[config.mk]
export PLATFORM = sky130hd
export DESIGN_NAME = instr_source_ctrl
export DESIGN_NICKNAME = d
export VERILOG_FILES = /design/src/rtl/instr_src_pkg.sv /design/src/rtl/button_debouncer.sv /design/src/rtl/instr_source_ctrl.sv
export SDC_FILE = /design/constraint.sdc
export NUM_CORES = 1
export LEC_CHECK = 0
export BUFFER_PORTS_ARGS = -buffer_cell sky130_fd_sc_hd__buf_4
export CAP_MARGIN = 20
export CORE_MARGIN = 5
export CORE_UTILIZATION = 53
export CTS_CLUSTER_SIZE = 40
export DETAILED_ROUTE_END_ITERATION = 12
export PLACE_DENSITY = 0.76
export REMOVE_ABC_BUFFERS = 1
export SLEW_MARGIN = 20
export SYNTH_ARGS = -nofsm -noshare
export SYNTH_HDL_FRONTEND = slang
export SYNTH_HIERARCHICAL = 1
export SYNTH_SLANG_ARGS = --single-unit
[constraint.sdc]
create_clock -name clk -period 1.9 [get_ports clk]
set_input_delay 0.095 -clock clk [delete_from_list [all_inputs] [get_ports clk]]
set_output_delay 0.095 -clock clk [all_outputs]
set_load 0.02 [all_outputs]
[src/rtl/instr_src_pkg.sv]
// Shared definitions for the instruction-source controller.
//   INSTR_W            : instruction word width
//   DEB_CYCLES_DEFAULT : debounce stability count used on hardware
//   src_state_t        : source-select FSM states
package instr_src_pkg;

  localparam int INSTR_W            = 12;
  localparam int DEB_CYCLES_DEFAULT = 250000;

  typedef enum logic [1:0] {
    S_MEM,
    S_EXT_WAIT,
    S_EXT_ISSUE
  } src_state_t;

endpackage

[src/rtl/button_debouncer.sv]
// Push-button conditioner: 2-flop synchronizer, stability counter,
// debounced level and a one-cycle pulse on each debounced 0->1 edge.
//   clk      : system clock
//   reset    : synchronous, active-low reset
//   button_i : raw, bouncy button input
//   level_o  : debounced button level
//   press_o  : one-cycle pulse when level_o rises
module button_debouncer #(
  parameter int DEB_CYCLES = 4
) (
  input  logic clk,
  input  logic reset,
  input  logic button_i,
  output logic level_o,
  output logic press_o
);

  localparam int            CW      = (DEB_CYCLES > 1) ? $clog2(DEB_CYCLES) : 1;
  localparam logic [CW-1:0] CNT_MAX = CW'(DEB_CYCLES - 1);

  logic          sync1_q, sync2_q;
  logic [CW-1:0] cnt_q, cnt_d;
  logic          level_q, level_d;
  logic          level_prev_q;

  // Count consecutive samples that disagree with the accepted level; any
  // agreeing sample restarts the count, so short glitches never get through.
  // NOTE: every signal assigned in always_comb gets a default first, so no
  // path leaves it unassigned and no latch is inferred.
  always_comb begin
    cnt_d   = '0;
    level_d = level_q;
    if (sync2_q != level_q) begin
      if (cnt_q == CNT_MAX) begin
        level_d = ~level_q;
      end else begin
        cnt_d = cnt_q + 1'b1;
      end
    end
  end

  // NOTE: state registers use non-blocking assignments so every flop samples
  // pre-edge values; blocking here would collapse the synchronizer chain.
  always_ff @(posedge clk) begin
    if (!reset) begin
      sync1_q      <= 1'b0;
      sync2_q      <= 1'b0;
      cnt_q        <= '0;
      level_q      <= 1'b0;
      level_prev_q <= 1'b0;
    end else begin
      sync1_q      <= button_i;
      sync2_q      <= sync1_q;
      cnt_q        <= cnt_d;
      level_q      <= level_d;
      level_prev_q <= level_q;
    end
  end

  assign level_o = level_q;
  assign press_o = level_q & ~level_prev_q;

endmodule

[src/rtl/instr_source_ctrl.sv]
// Instruction source selector placed ahead of the instruction register.
// Memory mode forwards mem_instr every cycle with PC advance enabled.
// External mode stalls the PC and issues the switch word once per
// debounced button press.
//   clk         : system clock
//   reset       : synchronous, active-low reset
//   left_button : raw issue button
//   is_external : 1 = switch instructions, 0 = memory instructions
//   sws         : switch instruction word
//   mem_instr   : instruction-memory read data
//   instr       : registered instruction to the instruction register
//   instr_valid : load/execute instr this cycle
//   pc_en       : PC may advance this cycle
//   ext_count   : number of external instructions issued (wraps)
module instr_source_ctrl
  import instr_src_pkg::*;
#(
  parameter int DEB_CYCLES = DEB_CYCLES_DEFAULT,
  parameter int CNT_W      = 8
) (
  input  logic               clk,
  input  logic               reset,
  input  logic               left_button,
  input  logic               is_external,
  input  logic [INSTR_W-1:0] sws,
  input  logic [INSTR_W-1:0] mem_instr,
  output logic [INSTR_W-1:0] instr,
  output logic               instr_valid,
  output logic               pc_en,
  output logic [CNT_W-1:0]   ext_count
);

  logic               press;
  logic               ext_s1_q, ext_sync_q;
  src_state_t         state_q, state_d;
  logic [INSTR_W-1:0] instr_q, instr_d;
  logic               instr_valid_q, instr_valid_d;
  logic               pc_en_q, pc_en_d;
  logic [CNT_W-1:0]   ext_count_q, ext_count_d;

  button_debouncer #(
    .DEB_CYCLES (DEB_CYCLES)
  ) u_debouncer (
    .clk      (clk),
    .reset    (reset),
    .button_i (left_button),
    .level_o  (),
    .press_o  (press)
  );

  // valid and pc_en default low, so every external-mode cycle stalls the PC
  // and an issue lasts exactly one cycle.
  always_comb begin
    state_d       = state_q;
    instr_d       = instr_q;
    instr_valid_d = 1'b0;
    pc_en_d       = 1'b0;
    ext_count_d   = ext_count_q;
    case (state_q)
      S_MEM: begin
        instr_d = mem_instr;
        if (ext_sync_q) begin
          state_d = S_EXT_WAIT;
        end else begin
          instr_valid_d = 1'b1;
          pc_en_d       = 1'b1;
        end
      end
      S_EXT_WAIT: begin
        // A press beats a simultaneous mode drop: the issue still happens.
        if (press) begin
          instr_d       = sws;
          instr_valid_d = 1'b1;
          ext_count_d   = ext_count_q + 1'b1;
          state_d       = S_EXT_ISSUE;
        end else if (!ext_sync_q) begin
          state_d = S_MEM;
        end
      end
      S_EXT_ISSUE: begin
        // Presses arriving here are dropped, not queued.
        state_d = ext_sync_q ? S_EXT_WAIT : S_MEM;
      end
      default: state_d = S_MEM;
    endcase
  end

  always_ff @(posedge clk) begin
    if (!reset) begin
      ext_s1_q      <= 1'b0;
      ext_sync_q    <= 1'b0;
      state_q       <= S_MEM;
      instr_q       <= '0;
      instr_valid_q <= 1'b0;
      pc_en_q       <= 1'b0;
      ext_count_q   <= '0;
    end else begin
      ext_s1_q      <= is_external;
      ext_sync_q    <= ext_s1_q;
      state_q       <= state_d;
      instr_q       <= instr_d;
      instr_valid_q <= instr_valid_d;
      pc_en_q       <= pc_en_d;
      ext_count_q   <= ext_count_d;
    end
  end

  assign instr       = instr_q;
  assign instr_valid = instr_valid_q;
  assign pc_en       = pc_en_q;
  assign ext_count   = ext_count_q;

endmodule

==> results of run 1 <==
## cells by family after synthesis
| kind of cell | Yosys count | share of synthesized area, % |
|---|---|---|
| AND/OR/NAND/NOR | 84 | 22.0 |
| flip-flops | 48 | 42.9 |
| AO/OA/AOI/OAI | 39 | 14.3 |
| buffers and inverters | 18 | 4.64 |
| XOR/XNOR | 17 | 6.65 |
| multiplexers | 14 | 8.44 |
| adder cells (fa/ha/maj) | 2 | 1.12 |
## cells in the final DEF (no fill, tap or decap), types with 2 or more instances in the layout
cell type / Yosys / layout
a21oi_1: 7 / 7
and2_1: 6 / 6
and3_1: 2 / 2
and4_1: 3 / 3
buf_4: 0 / 56
clkbuf_8: 0 / 6
clkinv_2: 0 / 2
dfxtp_1: 48 / 48
dlygate4sd3_1: 0 / 2
ha_1: 2 / 2
inv_1: 3 / 3
mux2_2: 3 / 3
mux2_4: 9 / 9
mux2i_1: 2 / 2
nand2_1: 12 / 12
nand2b_1: 2 / 2
nand3_1: 7 / 7
nand4_1: 7 / 7
nand4b_1: 3 / 3
nor2_1: 21 / 21
nor2b_1: 2 / 2
nor3_1: 2 / 2
nor4_1: 5 / 5
o21ai_0: 3 / 3
o21bai_1: 12 / 12
o311a_1: 12 / 12
o31ai_1: 2 / 2
o41ai_1: 2 / 2
or3_1: 2 / 2
or4_1: 2 / 2
or4b_1: 2 / 2
xnor2_1: 6 / 6
xor2_1: 11 / 11
## critical path: cells and delay by family, from the launching register on
kind	cells	cell delay [ns]
AND/OR/NAND/NOR	3	1.01
flip-flops	1	0.47
AO/OA/AOI/OAI	1	0.17
## power groups by stage
stage               Sequential [uW]  Clock, uW  Combinational, uW
detailed placement             1070          0                185
global route                   1050        674                201
floorplan                      1090          0               64.6
finish                         1040        607                186
CTS                            1040        633                187
global placement               1060          0                183
## Yosys cell counts, types with 4 or more instances
library cell,instances
a21oi_1,7
and2_1,6
buf_2,4
buf_6,4
clkbuf_1,4
dfxtp_1,48
mux2_4,9
nand2_1,12
nand3_1,7
nand4_1,7
nor2_1,21
nor4_1,5
o21bai_1,12
o311a_1,12
xnor2_1,6
xor2_1,11
## state kept, by name, summed over array words and instances (netlist names)
name                      flops
pc_en                         1
u_debouncer/cnt_q            18
ext_count                     8
u_debouncer/sync1_q           1
ext_sync_q                    1
instr_valid                   1
instr                        12
state_q                       2
u_debouncer/level_prev_q      1
ext_s1_q                      1
u_debouncer/sync2_q           1
u_debouncer/level_o           1
## layer usage
layer  vias up  share of wire (%)  track usage, %  routed length (microns)
met3         7                6.0            5.34                      274
met2        39                 47            26.6                     2140
met4         0                1.7            6.13                       77
met5         -                  0               0                        0
li1        909                  -               -                        -
met1       876                 45            22.4                     2050
## stage by stage
| stage | total power, uW | util, % |
|---|---|---|
| floorplan | 1160 | - |
| global placement | 1250 | 64.9 |
| detailed placement | 1250 | 64.9 |
| CTS | 1860 | 67.4 |
| global route | 1920 | 67.7 |
| finish | 1830 | 67.7 |
## final cells by class
class	count	area, sq um	area share (%)
timing repair buffer	58	440	16.0
sequential	48	961	35.0
clock buffer	6	82.6	3.01
clock inverter	2	10.0	0.364
multi-input combinational	156	1170	42.8
inverter	4	15.0	0.547
tap	50	62.6	2.28
## worst max-delay path by stage
stage | from | endpoint | slack [ns]
floorplan | state_q[1] | instr[7] | 0.18
global placement | u_debouncer/cnt_q[9] | u_debouncer/cnt_q[6] | 0.32
detailed placement | u_debouncer/cnt_q[5] | u_debouncer/cnt_q[17] | 0.21
CTS | u_debouncer/cnt_q[5] | u_debouncer/cnt_q[17] | 0.18
global route | u_debouncer/cnt_q[5] | u_debouncer/cnt_q[17] | 0.08
finish | u_debouncer/cnt_q[5] | u_debouncer/cnt_q[17] | 0.18
==> impl_metrics.toml, run 1 <==
[yosys]
yosysTopAreaCellShare_pct = 42.9
synth_edf_count = 0
synth_top_flop_cell = "dfxtp_1"
yosysWarnings = 6
synth-async-reset-ratio_pct = 0
synth_cell_types = 42
synth_area_leaders = "dfxtp_1 (43%), mux2_4 (6.0%), o311a_1 (5.4%)"
syn_inst = 222
avgSynthCellArea_sq_um = 10.1
synth_top_area_cell = "dfxtp_1"
synth_seq_cells = 48
synth_area_sq_um = 2240
seq_area_frac_synth_pct = 42.9

[worst_setup_path]
reg2reg_slack_ns = 0.18
crit_slowest_cell = "or4b_1"
worstPathCellList = "and4_1, nand3_1, or4b_1, a21oi_1"
required_ns = 2.12
max_stage_delay_ns = 0.51
regToRegEndpoint = "u_debouncer/cnt_q[17]"
critPathMaxFanout = 7
r2r_start = "u_debouncer/cnt_q[5]"
worstSetupPathType = "reg2reg"
rr_worst_depth = 4
crit_path_start_kind = "register"
crit_arrival_ns = 1.94
endpoint_kind = "register"

[floorplan]
ioPinCount = 50
die_w_microns = 75.0
die-area_sq_um = 5630
die_h_microns = 75.0
rows = 23
initial_utilization_pct = 55.2
coreArea_sq_um = 4060

[power]
p_int_uw = 1430
comb_power_share_pct = 10.2
clkPwrFrac_pct = 33.1
pwr-share-seq_pct = 56.8
power_density_nw_per_um2 = 668
p_leak_uw = 0.00111
peakVddDrop_uv = 443
sw_frac_of_total_pct = 21.9
switchingPower_uw = 403

[global_route]
grt_pass1_vias = 1694
grt_first_pass_wirelength_microns = 7580
grt.overflow.total = 0
grt_max_degree = 32
antenna_found_initial = 0
grt_usage_pct = 17.1

[clock_tree]
post_cts_resized = 0
ctsLongestPathBuffers = 2
h-tree-depth = 2
cts_hold_buf = 1
insertion_delay_ns = 0.29
cts_buffers = 5
cts_tree = "built"
root_buffer = "clkbuf_8"
cts.clk_slew.worst_paths_ns = 0.09
clock-sinks = 48
cts_setup_buffers = 0

[timing]
worstMarginPinSlew_ns = 0.484
fin_hold_ws_ns = 0.151
max_freq_ghz = 0.580
fin_tns_setup_ns = 0
period_minus_slack_ns = 1.72
finalCritPeriodShare_pct = 90.8
setup_violations = 0
grt_setup_unrepaired = "no"
final-hold-violation-count = 0
finalWorstSetupSlack_ns = 0.175
slew_headroom_pct = 67.6
final-max-slew-violation-count = 0
clock_skew_ns = 0.00707

[routing]
drt-total-wl_microns = 4540
postRouteAntennaNets = 0
wl_per_cell_microns = 14.0
via_count = 1831
drtPass1Iterations = 4
viasPerCell = 5.65
initialDrtViolationCount = 106
drc = 0

[place]
post-place-cells = 314
dpl-instance-area_sq_um = 2630
gp_congestion = 0.806
io_buffer_count = 49
hpwlAfterDp_microns = 3260
pre_cts_slack_ns = 0.210

[run]
max_cap_violations = 0

[worst_hold_path]
holdCritPathClass = "in2reg"
hp-start = "sws[10]"
min_to = "instr[10]"
worstHoldPathCells = 3

[final_layout]
fillers = 345
drive_gt1_share_pct = 29.9
area_growth_syn_to_layout_pct = 22.6
antenna_cells = 0
fin_nets = 303
fin_cells = 324
final_area_sq_um = 2750

[outcome]
outcome = "finished clean"
Power figures use the tool's default switching activity.
==> run 2: changes to the inputs <==
==> constraint.sdc (replaced) <==
create_clock -name clk -period 1.9 [get_ports clk]
set_input_delay 0.38 -clock clk [delete_from_list [all_inputs] [get_ports clk]]
set_output_delay 0.38 -clock clk [all_outputs]
set_load 0.02 [all_outputs]
==> run 2 against run 1 <==
- maximum frequency down 0.34%
- sequential cell count unchanged
- cell count is 0.62% lower
- critical path depth did not move
- global-route usage about the same
- non-clock buffer count shrank 2
- worst hold slack better by 0.14 ns
- core utilization down 0.49 points
- count of clock-buffer cells in the layout stayed put
- die area stayed put
- sequential power barely moved
- clock skew increased by 0.00094 ns
==> impl_metrics.toml, run 2 (same netlist as run 1, synthesis figures left out) <==
[global_route]
grt_first_pass_wirelength_microns = 7570
gr-usage-met1_pct = 22.6
met3_usage_pct = 5.34
grtUsageMet2_pct = 26.2
grt.overflow.total = 0
antenna_found_initial = 0
grt-busiest-layer = "met2"
grt_usage_pct = 17.1
grt_max_degree = 32
grt_pass1_vias = 1683

[worst_setup_path]
critPathMaxFanout = 7
crit_path_start_kind = "register"
crit_arrival_ns = 1.95
required_ns = 2.12
endpoint_kind = "register"
max_stage_delay_ns = 0.51
worstSetupPathType = "reg2reg"
crit_slowest_cell = "or4b_1"
worstPathCellList = "and4_1, nand3_1, or4b_1, a21oi_1"

[worst_hold_path]
holdCritPathClass = "in2reg"

[place]
io_buffer_count = 49
hpwlAfterDp_microns = 3260
gp_congestion = 0.806
post-place-cells = 314

[power]
power_uw = 1840
p_int_uw = 1430
peakVddDrop_uv = 444
clkPwrFrac_pct = 33.4
power_density_nw_per_um2 = 674
p_leak_uw = 0.00110
pwr-share-seq_pct = 56.7
switchingPower_uw = 407
comb_power_share_pct = 9.9
sw_frac_of_total_pct = 22.2

[timing]
grt_setup_unrepaired = "no"
setup_violations = 0
clock_skew_ns = 0.00801
finalCritPeriodShare_pct = 91.1
period_minus_slack_ns = 1.73
slew_headroom_pct = 67.8
max_freq_ghz = 0.578
fin_hold_ws_ns = 0.292
worstMarginPinSlew_ns = 0.483
final-hold-violation-count = 0
final-max-slew-violation-count = 0
fin_tns_setup_ns = 0

[clock_tree]
cts.clk_slew.worst_paths_ns = 0.08
post_cts_resized = 0
cts_buffers = 5
cts_hold_buf = 0
cts_setup_buffers = 0
h-tree-depth = 2
root_buffer = "clkbuf_8"
cts_tree = "built"
ctsLongestPathBuffers = 2
clock-sinks = 48
insertion_delay_ns = 0.29

[routing]
viasPerCell = 5.65
initialDrtViolationCount = 94
wl_per_cell_microns = 14.1
drc = 0
postRouteAntennaNets = 0
drtPass1Iterations = 4
via_count = 1818
drt-total-wl_microns = 4530

[floorplan]
die_h_microns = 75.0
initial_utilization_pct = 55.2
rows = 23
ioPinCount = 50
die_w_microns = 75.0
coreArea_sq_um = 4060
die-area_sq_um = 5630

[final_layout]
final-seq-area_sq_um = 961
top_register = "u_debouncer/cnt_q"
multi_input_area_sq_um = 1170
fin_cells = 322
largest_reg_flops = 18
final_cell_mix = "buf_4 (56), dfxtp_1 (48), nor2_1 (21)"
drive_gt1_share_pct = 30.1
antenna_cells = 0
fin_nets = 301
fillers = 349
area_growth_syn_to_layout_pct = 21.7
layout.cells.most_common = "buf_4"

[outcome]
outcome = "finished clean"

[run]
max_cap_violations = 0
-- run 2: power groups by stage --
stage                     clock (uW)  sequential, uW  combinational [uW]
after global routing             680            1050                 198
after floorplan                    0            1090                64.6
after global placement             0            1060                 183
after CTS                        633            1040                 186
after detailed placement           0            1070                 185
final                            613            1040                 183
-- run 2: stage by stage --
stage / setup WS [ns] / util, % / area, sq um
2_1_floorplan: 0.177 / - / 2150
3_3_place_gp: 0.316 / 64.9 / 2630
3_5_place_dp: 0.210 / 64.9 / 2630
4_1_cts: 0.181 / 67.2 / 2730
5_1_grt: 0.0822 / 67.2 / 2730
6_report: 0.169 / 67.2 / 2730
-- run 2: final timing paths --
path	slack, ns	depth (start not counted)	start	endpoint
setup / recovery	0.17	4	u_debouncer/cnt_q[5]	u_debouncer/cnt_q[17]
hold / removal	0.29	2	left_button	u_debouncer/sync1_q
setup reg to reg	0.17	4	u_debouncer/cnt_q[5]	u_debouncer/cnt_q[17]
hold reg to reg	0.43	1	ext_sync_q	pc_en
-- run 2: layout make-up --
class	instances	area share, %
inverter	4	0.551
clock buffer	6	3.03
tap	50	2.29
sequential	48	35.2
timing repair buffer	56	15.4
clock inverter	2	0.367
multi-input combinational	156	43.1
-- run 2: worst max-delay path, delay by kind of cell, from the launching register on --
kind / cells / cell delay (ns)
AOI/OAI and AO/OA: 1 / 0.17
DFF: 1 / 0.47
and+or+nand+nor: 3 / 1.01
-- run 2: routing by layer --
layer	routed length, microns	up-vias
met3	317	7
met5	0	-
met4	77	0
met2	2080	49
li1	-	904
met1	2060	858
==> run 3: changes to the inputs <==
- CORE_MARGIN: 5 -> 3
==> run 3 against run 2 <==
- register-to-register slack gained 0.07 ns
- worst hold slack gained 0.0077 ns
- sequential power is essentially flat
- combinational power is essentially flat
- sequential cell count is the same
- clock skew shrank 0.0023 ns
- critical path depth is the same
- sequential share of layout area shrank 0.19 points
==> impl_metrics.toml, run 3 (same netlist as run 1, synthesis figures left out) <==
[outcome]
outcome = "finished clean"

[clock_tree]
cts_buffers = 5
root_buffer = "clkbuf_8"
cts.clk_slew.worst_paths_ns = 0.08
ctsLongestPathBuffers = 2
cts_setup_buffers = 0
clock-sinks = 48
cts_hold_buf = 0
cts_tree = "built"
h-tree-depth = 2
post_cts_resized = 0
insertion_delay_ns = 0.29

[place]
io_buffer_count = 49
gp_congestion = 0.847
hpwlAfterDp_microns = 3130

[worst_setup_path]
endpoint_kind = "register"
rr_worst_depth = 4
critPathMaxFanout = 7
crit_arrival_ns = 1.89
r2r_start = "u_debouncer/cnt_q[5]"
regToRegEndpoint = "u_debouncer/cnt_q[17]"
required_ns = 2.12
worstSetupPathType = "reg2reg"
reg2reg_slack_ns = 0.24
crit_path_start_kind = "register"

[timing]
setup_violations = 0
finalCritPeriodShare_pct = 87.5
grt_setup_unrepaired = "no"
final-max-slew-violation-count = 0
worstMarginPinSlew_ns = 0.513
slew_headroom_pct = 65.7
fin_tns_setup_ns = 0
period_minus_slack_ns = 1.66
max_freq_ghz = 0.601
final-hold-violation-count = 0
clock_skew_ns = 0.00570

[routing]
wl_per_cell_microns = 13.7
viasPerCell = 5.57
via_count = 1793
drtPass1Iterations = 6
postRouteAntennaNets = 0
drt-total-wl_microns = 4420
drc = 0
initialDrtViolationCount = 125

[worst_hold_path]
hp-start = "left_button"
holdCritPathClass = "in2reg"
worstHoldPathCells = 2
min_to = "u_debouncer/sync1_q"

[global_route]
grt_first_pass_wirelength_microns = 7420
grt.overflow.total = 0
grt_max_degree = 32
grt_usage_pct = 18.0
grt_pass1_vias = 1682
antenna_found_initial = 0

[floorplan]
rows = 23
ioPinCount = 50
coreArea_sq_um = 4030
die_h_microns = 71.0
die_w_microns = 71.0
die-area_sq_um = 5040
initial_utilization_pct = 55.6

[final_layout]
fillers = 333
multi_input_area_sq_um = 1170
drive_gt1_share_pct = 29.8
fin_nets = 301
final_cell_mix = "buf_4 (56), dfxtp_1 (48), nor2_1 (21)"
layout.cells.most_common = "buf_4"
antenna_cells = 0
largest_reg_flops = 18
area_growth_syn_to_layout_pct = 22.4
top_register = "u_debouncer/cnt_q"
final-seq-area_sq_um = 961

[power]
power_uw = 1940
peakVddDrop_uv = 447
p_leak_uw = 0.00110
power_density_nw_per_um2 = 707

[run]
max_cap_violations = 0
-- run 3: layout make-up --
cell class / instances / share of cell area (%)
Inverter: 4 / 0.548
Multi-Input combinational cell: 156 / 42.9
Clock inverter: 2 / 1.28
Tap cell: 50 / 2.28
Clock buffer: 6 / 2.65
Timing Repair Buffer: 56 / 15.3
Sequential cell: 48 / 35.1
-- run 3: how the worst max path moves through the flow --
| stage | from | to | slack, ns | depth (start not counted) |
|---|---|---|---|---|
| after CTS | u_debouncer/cnt_q[5] | u_debouncer/cnt_q[17] | 0.24 | 4 |
| after global routing | u_debouncer/cnt_q[5] | u_debouncer/cnt_q[17] | 0.14 | 4 |
| after detailed placement | u_debouncer/cnt_q[5] | u_debouncer/cnt_q[17] | 0.26 | 4 |
| after floorplan | state_q[1] | instr[7] | 0.18 | 3 |
| after global placement | u_debouncer/cnt_q[5] | u_debouncer/cnt_q[17] | 0.30 | 4 |
| final | u_debouncer/cnt_q[5] | u_debouncer/cnt_q[17] | 0.24 | 4 |
-- run 3: critical path, cell delays in order, from the launching register on --
cell	delay, ns
dfxtp_1	0.47
and4_1	0.34
nand3_1	0.16
or4b_1	0.48
a21oi_1	0.15
-- run 3: metal layers --
metal / vias up / track usage [%] / part of all wire [%]
met4: 0 / 7.31 / 1.1
met2: 37 / 29.2 / 48
met5: - / 0 / 0
li1: 908 / - / -
met1: 843 / 22.8 / 46
met3: 5 / 4.69 / 4.7
-- run 3: per-stage QoR --
step	utilization [%]	cell area (sq um)	worst slack [ns]	hold slack (ns)	std cells
floorplan	-	2150	0.177	0.397	208
global placement	65.4	2630	0.298	0.414	314
detailed placement	65.4	2630	0.256	0.420	314
CTS	68.0	2740	0.239	0.296	322
global route	68.0	2740	0.143	0.312	322
finish	68.0	2740	0.237	0.300	322
-- run 3: power breakdown --
| part | internal [uW] | total, uW | switching (uW) |
|---|---|---|---|
| sequential | 1030 | 1040 | 11.3 |
| clock | 391 | 713 | 322 |
| combinational | 108 | 183 | 75.5 |
| total | 1530 | 1940 | 409 |
